<file path="src/rtl/freq_pkg.sv">
// Shared types and defaults for the clock-divider frequency meter.
package freq_pkg;

    typedef enum logic [1:0] {
        SEARCH  = 2'd0,
        MEASURE = 2'd1,
        LOCKED  = 2'd2
    } state_t;

    localparam int DEF_EXPECT_PERIOD = 20;
    localparam int DEF_TOL           = 1;

endpackage

</file>
<file path="src/rtl/edge_sync.sv">
// Two-flop synchroniser plus delay flop; emits 1-cycle rise/fall strobes
// for an input that is asynchronous to clk.
module edge_sync (
    input  logic clk,
    input  logic reset_n,
    input  logic sig_in,
    output logic rise,
    output logic fall
);

    logic s1, s2, d;

    always_ff @(posedge clk or negedge reset_n) begin
        if (!reset_n) begin
            s1 <= 1'b0;
            s2 <= 1'b0;
            d  <= 1'b0;
        end else begin
            s1 <= sig_in;
            s2 <= s1;
            d  <= s2;
        end
    end

    assign rise = s2 & ~d;
    assign fall = ~s2 & d;

endmodule

</file>
<file path="src/rtl/freq_meter.sv">
// Measures period and high time of a slow square wave in clk cycles and
// reports lock once the period has matched its expected value long enough.
module freq_meter
    import freq_pkg::*;
#(
    parameter int CNT_W         = 16,
    parameter int EXPECT_PERIOD = DEF_EXPECT_PERIOD,
    parameter int TOL           = DEF_TOL,
    parameter int LOCK_CNT      = 4,
    parameter int TIMEOUT       = 255
) (
    input  logic             clk,
    input  logic             reset_n,
    input  logic             sig_in,
    output logic [CNT_W-1:0] period,
    output logic [CNT_W-1:0] high_time,
    output logic             meas_valid,
    output logic             locked,
    output logic             timeout
);

    localparam int               MC_W     = $clog2(LOCK_CNT + 1);
    localparam logic [CNT_W-1:0] CNT_MAX  = '1;
    localparam logic [MC_W-1:0]  LOCK_M   = MC_W'(LOCK_CNT);
    localparam logic [CNT_W:0]   EXP_X    = (CNT_W+1)'(EXPECT_PERIOD);
    localparam logic [CNT_W:0]   TOL_X    = (CNT_W+1)'(TOL);
    // Compared in 64 bits so an override beyond the counter range never fires.
    localparam logic [63:0]      TO_LAST  = 64'(TIMEOUT - 1);

    logic             rise, fall;
    logic [CNT_W-1:0] cnt, cnt_inc;
    logic [CNT_W:0]   new_x, diff;
    logic             match, at_to, capture;
    logic [MC_W-1:0]  match_cnt, mc_inc, mc_d;
    state_t           state_q, state_d;
    logic             mv_d, locked_d, to_d;

    edge_sync u_sync (
        .clk     (clk),
        .reset_n (reset_n),
        .sig_in  (sig_in),
        .rise    (rise),
        .fall    (fall)
    );

    assign cnt_inc = (cnt == CNT_MAX) ? CNT_MAX : cnt + CNT_W'(1);
    assign new_x   = {1'b0, cnt_inc};
    assign diff    = (new_x >= EXP_X) ? new_x - EXP_X : EXP_X - new_x;
    assign match   = (diff <= TOL_X);
    assign at_to   = (64'(cnt) == TO_LAST);
    assign mc_inc  = (match_cnt == LOCK_M) ? LOCK_M : match_cnt + MC_W'(1);

    always_comb begin
        state_d  = state_q;
        mc_d     = match_cnt;
        locked_d = locked;
        mv_d     = 1'b0;
        to_d     = 1'b0;
        capture  = 1'b0;
        case (state_q)
            SEARCH: begin
                // First edge has no reference; it only arms the meter.
                if (rise) state_d = MEASURE;
            end
            MEASURE, LOCKED: begin
                if (rise) begin
                    capture = 1'b1;
                    mv_d    = 1'b1;
                    if (match) begin
                        mc_d = mc_inc;
                        if (mc_inc == LOCK_M) begin
                            state_d  = LOCKED;
                            locked_d = 1'b1;
                        end
                    end else begin
                        mc_d     = '0;
                        state_d  = MEASURE;
                        locked_d = 1'b0;
                    end
                end else if (at_to) begin
                    state_d  = SEARCH;
                    to_d     = 1'b1;
                    locked_d = 1'b0;
                    mc_d     = '0;
                end
            end
            default: state_d = SEARCH;
        endcase
    end

    always_ff @(posedge clk or negedge reset_n) begin
        if (!reset_n) begin
            state_q    <= SEARCH;
            cnt        <= '0;
            match_cnt  <= '0;
            period     <= '0;
            high_time  <= '0;
            meas_valid <= 1'b0;
            locked     <= 1'b0;
            timeout    <= 1'b0;
        end else begin
            state_q    <= state_d;
            match_cnt  <= mc_d;
            meas_valid <= mv_d;
            locked     <= locked_d;
            timeout    <= to_d;
            cnt        <= rise ? '0 : cnt_inc;
            if (capture) period    <= cnt_inc;
            if (fall)    high_time <= cnt_inc;
        end
    end

endmodule

</file>
<file path="config.mk">
export PLATFORM = sky130hd
export DESIGN_NAME = freq_meter
export DESIGN_NICKNAME = d
export VERILOG_FILES = /design/src/rtl/freq_pkg.sv /design/src/rtl/edge_sync.sv /design/src/rtl/freq_meter.sv
export SDC_FILE = /design/constraint.sdc
export NUM_CORES = 1
export LEC_CHECK = 0
export ABC_AREA = 1
export BUFFER_PORTS_ARGS = -buffer_cell sky130_fd_sc_hd__clkbuf_2
export CORE_UTILIZATION = 45
export CTS_CLUSTER_DIAMETER = 100
export DETAILED_ROUTE_END_ITERATION = 8
export RECOVER_POWER = 100
export SETUP_SLACK_MARGIN = 0.15
export SYNTH_ARGS = -nofsm -noshare
export SYNTH_HDL_FRONTEND = slang
export SYNTH_SLANG_ARGS = --single-unit
</file>
<file path="constraint.sdc">
create_clock -name clk -period 3.1 [get_ports clk]
set_input_delay 0.775 -clock clk [delete_from_list [all_inputs] [get_ports clk]]
set_output_delay 0.775 -clock clk [all_outputs]
set_load 0.005 [all_outputs]
</file>
==> metrics.txt <==
die span in y 91.9 um; first-pass GRT wire length 15200 um; WP buf/inv 1; chip width 91.9 um; fin area around 4300 sq um; Worst Path Arrival 3.12 ns; Rows 32; Ports 38; maximum buffer depth of the clock tree 2; Startpoint Class flip-flop; Comb pwr share 32.9%; HPWL after detailed placement between 7000 and 8000 um; Top delay family on crit path simple AND/OR/NAND/NOR gates; worst vdd ir about 0.34 mV; Mean Syn Cell Area 7.65 sq um; Setup TNS 0 ns; DRC viols 0; layout cells sized above 1 a little over a quarter; setup violators final 0; power share of the sequential group 38.3%; Final Hold Viols 0; Final GP Congestion around 0.89; Net Count, Synth 487; Hold Path End u_sync.s2; violated checks max-capacitance violations, max-slew violations; Final Core Density approximately 56%; CTS Sinks 59; Switch Pwr roughly 0.89 mW; Critical path origin cnt[1]; Worst EP required 3.35 ns; clock slew at reported path FFs 0.07 ns; post-synth top area share 40.6%; Slew headroom -33.8%; Starting DRT DRC Count 153; final hold slack ~0.36 ns; H-tree depth 3; CTS tree yes; dpl cell area about 4000 sq um; Tcrit/Tclk final 92.8%; flip-flop and latch area 1480 sq um; Fillers 779; Setup Skew 0.0112 ns; PD cells 561 nW/um^2; hold_sp u_sync.s1; vias in the first global route between 2000 and 3000; all-layer global routing usage 23.8%; crit path max fanout 6; hold depth 0; measured slew at the worst slew-check pin about 2.0 ns; minimum clock period 2.88 ns; die area 8440 sq um; Initial Util 46.8%; Final #Nets about 540; slowest stage delay, CP 0.42 ns; initial antenna violation count 0; final WL ~9600 um; CP dominant cell by count nor2_4; core outline area 7770 sq um; synth top area cells dfrtp_1 (41%), nand2_1 (15%), inv_1 (5.1%); Post-Syn Area 3630 sq um; Initial DRT Pass Iterations 4; most frequent cells in the layout nand2_1 (135), dfrtp_1 (53), inv_1 (49); Multi-input gate area 2030 sq um; R2R depth 20; vias 3205; Skew-Pair Late Insertion Delay 0.34 ns; status finished with violations; clock power share 28.9%; R2R Path End match_cnt[2]; Pint 1.55 mW; P_leak approximately 2.3 nW; Top FF cell, synth dfrtp_1; grt ovf 0; routed len/inst 15.0 um; element type at the critical path end flip-flop; area grow syn2layout 19.5%; Routed Antenna Nets 0; total CTS buffers 9; RSZ-0062 raised after global routing yes; EDFF count, synth 0; worst path cell trace ha_4, nand3_4, buf_6, nor2_4, nand3_2, nand2_2, nand2_4, nor2_4, nand2_2, nor2_4, nand2_4, nor2_8, nand2_4, nand2_2, nand2_1, nor2_1, nand2_1, nor2_4, nand3_1, o31ai_2; Slowest cell on crit path dfrtp_2; hold crit path type flip-flop to flip-flop; Yosys reg bits a little under 60; via/cell ratio roughly 5; port bufs 37; reg2reg start cnt[1]; max-slew violations 37; Highest Clock Rate 348 MHz; max-cap viol count 1; switching share of power 36.4%; Synth Warn # 0; clk root buf clkbuf_8; asr flop ratio synth 100%; Yosys cell types 35; Seq/Total Area, Yosys between 40% and 50%; commonest non-fill, non-tap cell in the layout nand2_1; post-synth top area cell dfrtp_1; Post-Synthesis Cells roughly 480; R2R setup slack 0.22 ns; antenna cell count 0; Crit Path Class flip-flop to flip-flop; largest net degree at the start of global routing 37
[registers in the layout (all words and copies together) (netlist names)]
| signal | cells |
|---|---|
| meas_valid | 1 |
| high_time | 16 |
| u_sync.d | 1 |
| cnt | 16 |
| locked | 1 |
| u_sync.s1 | 1 |
| u_sync.s2 | 1 |
| timeout | 1 |
| match_cnt | 3 |
| period | 16 |
| state_q | 2 |
[logic make-up (layout without fill, tap and decap cells)]
kind of cell	Yosys count	after routing	share of synthesized area, %
XOR/XNOR	9	9	2.17
AO/OA/AOI/OAI	48	48	7.37
adder cells (fa/ha/maj)	9	9	3.10
buffers and inverters	66	128	7.13
multiplexers	1	1	0.310
flip-flops	59	59	40.6
AND/OR/NAND/NOR	283	283	39.3
[worst max path at each step]
| stage | endpoint | slack, ns | cells after the start |
|---|---|---|---|
| detailed placement | match_cnt[0] | 0.19 | 18 |
| floorplan | state_q[0] | 0.45 | 21 |
| CTS | match_cnt[0] | 0.16 | 17 |
| finish | match_cnt[2] | 0.22 | 20 |
| global route | match_cnt[2] | 0.04 | 19 |
| global placement | match_cnt[2] | 0.26 | 20 |
[synthesized netlist by cell type (2+ instances only)]
| library cell | count |
|---|---|
| nand4_1 | 12 |
| nand2_4 | 3 |
| inv_1 | 49 |
| inv_2 | 8 |
| ha_1 | 9 |
| nand2_1 | 141 |
| xor2_1 | 8 |
| o21ai_1 | 4 |
| nand2_2 | 17 |
| o21ai_0 | 36 |
| nor2_8 | 2 |
| nor2_1 | 40 |
| nor3_1 | 3 |
| nor2_4 | 10 |
| nand3b_1 | 3 |
| nand3_2 | 7 |
| clkbuf_1 | 7 |
| dfrtp_1 | 59 |
| nand3_1 | 26 |
| nor2_2 | 16 |
[cell type report]
type / count / share of cell area, %
clock buffer: 11 / 3.25
clock inverter: 5 / 1.21
inverter: 58 / 5.13
multi-input combinational: 350 / 46.7
sequential: 59 / 34.2
tap: 102 / 2.94
timing repair buffer: 54 / 6.57
[what timing repair did]
item,4_1_cts,5_1_grt
hold endpoints to repair,0,0
pin swaps,1,16
hold buffers,0,0
setup buffers,0,11
endpoints found under the setup margin,2,6
resized for setup,0,47
[layer usage]
layer  vias up  global-route usage (%)  routed length (um)
met3        12                    5.22                 339
li1       1619                       -                   -
met5         -                       0                   0
met1      1509                    34.1                4720
met2        65                    35.5                4370
met4         0                    7.94                 165
[metrics by stage]
step	setup WS, ns	power (mW)	std cells
CTS	0.158	2.40	628
floorplan	0.446	1.44	475
global route	0.0413	2.60	639
detailed placement	0.187	1.69	612
finish	0.225	2.44	639
global placement	0.258	1.67	612
[power by group through the flow]
stage	Sequential, mW	Clock [mW]	Combinational [mW]
floorplan	0.929	0	0.515
global placement	0.937	0	0.735
detailed placement	0.940	0	0.748
CTS	0.926	0.721	0.756
global route	0.943	0.747	0.910
finish	0.933	0.704	0.802
No activity file was read; power rests on OpenSTA's default activity.
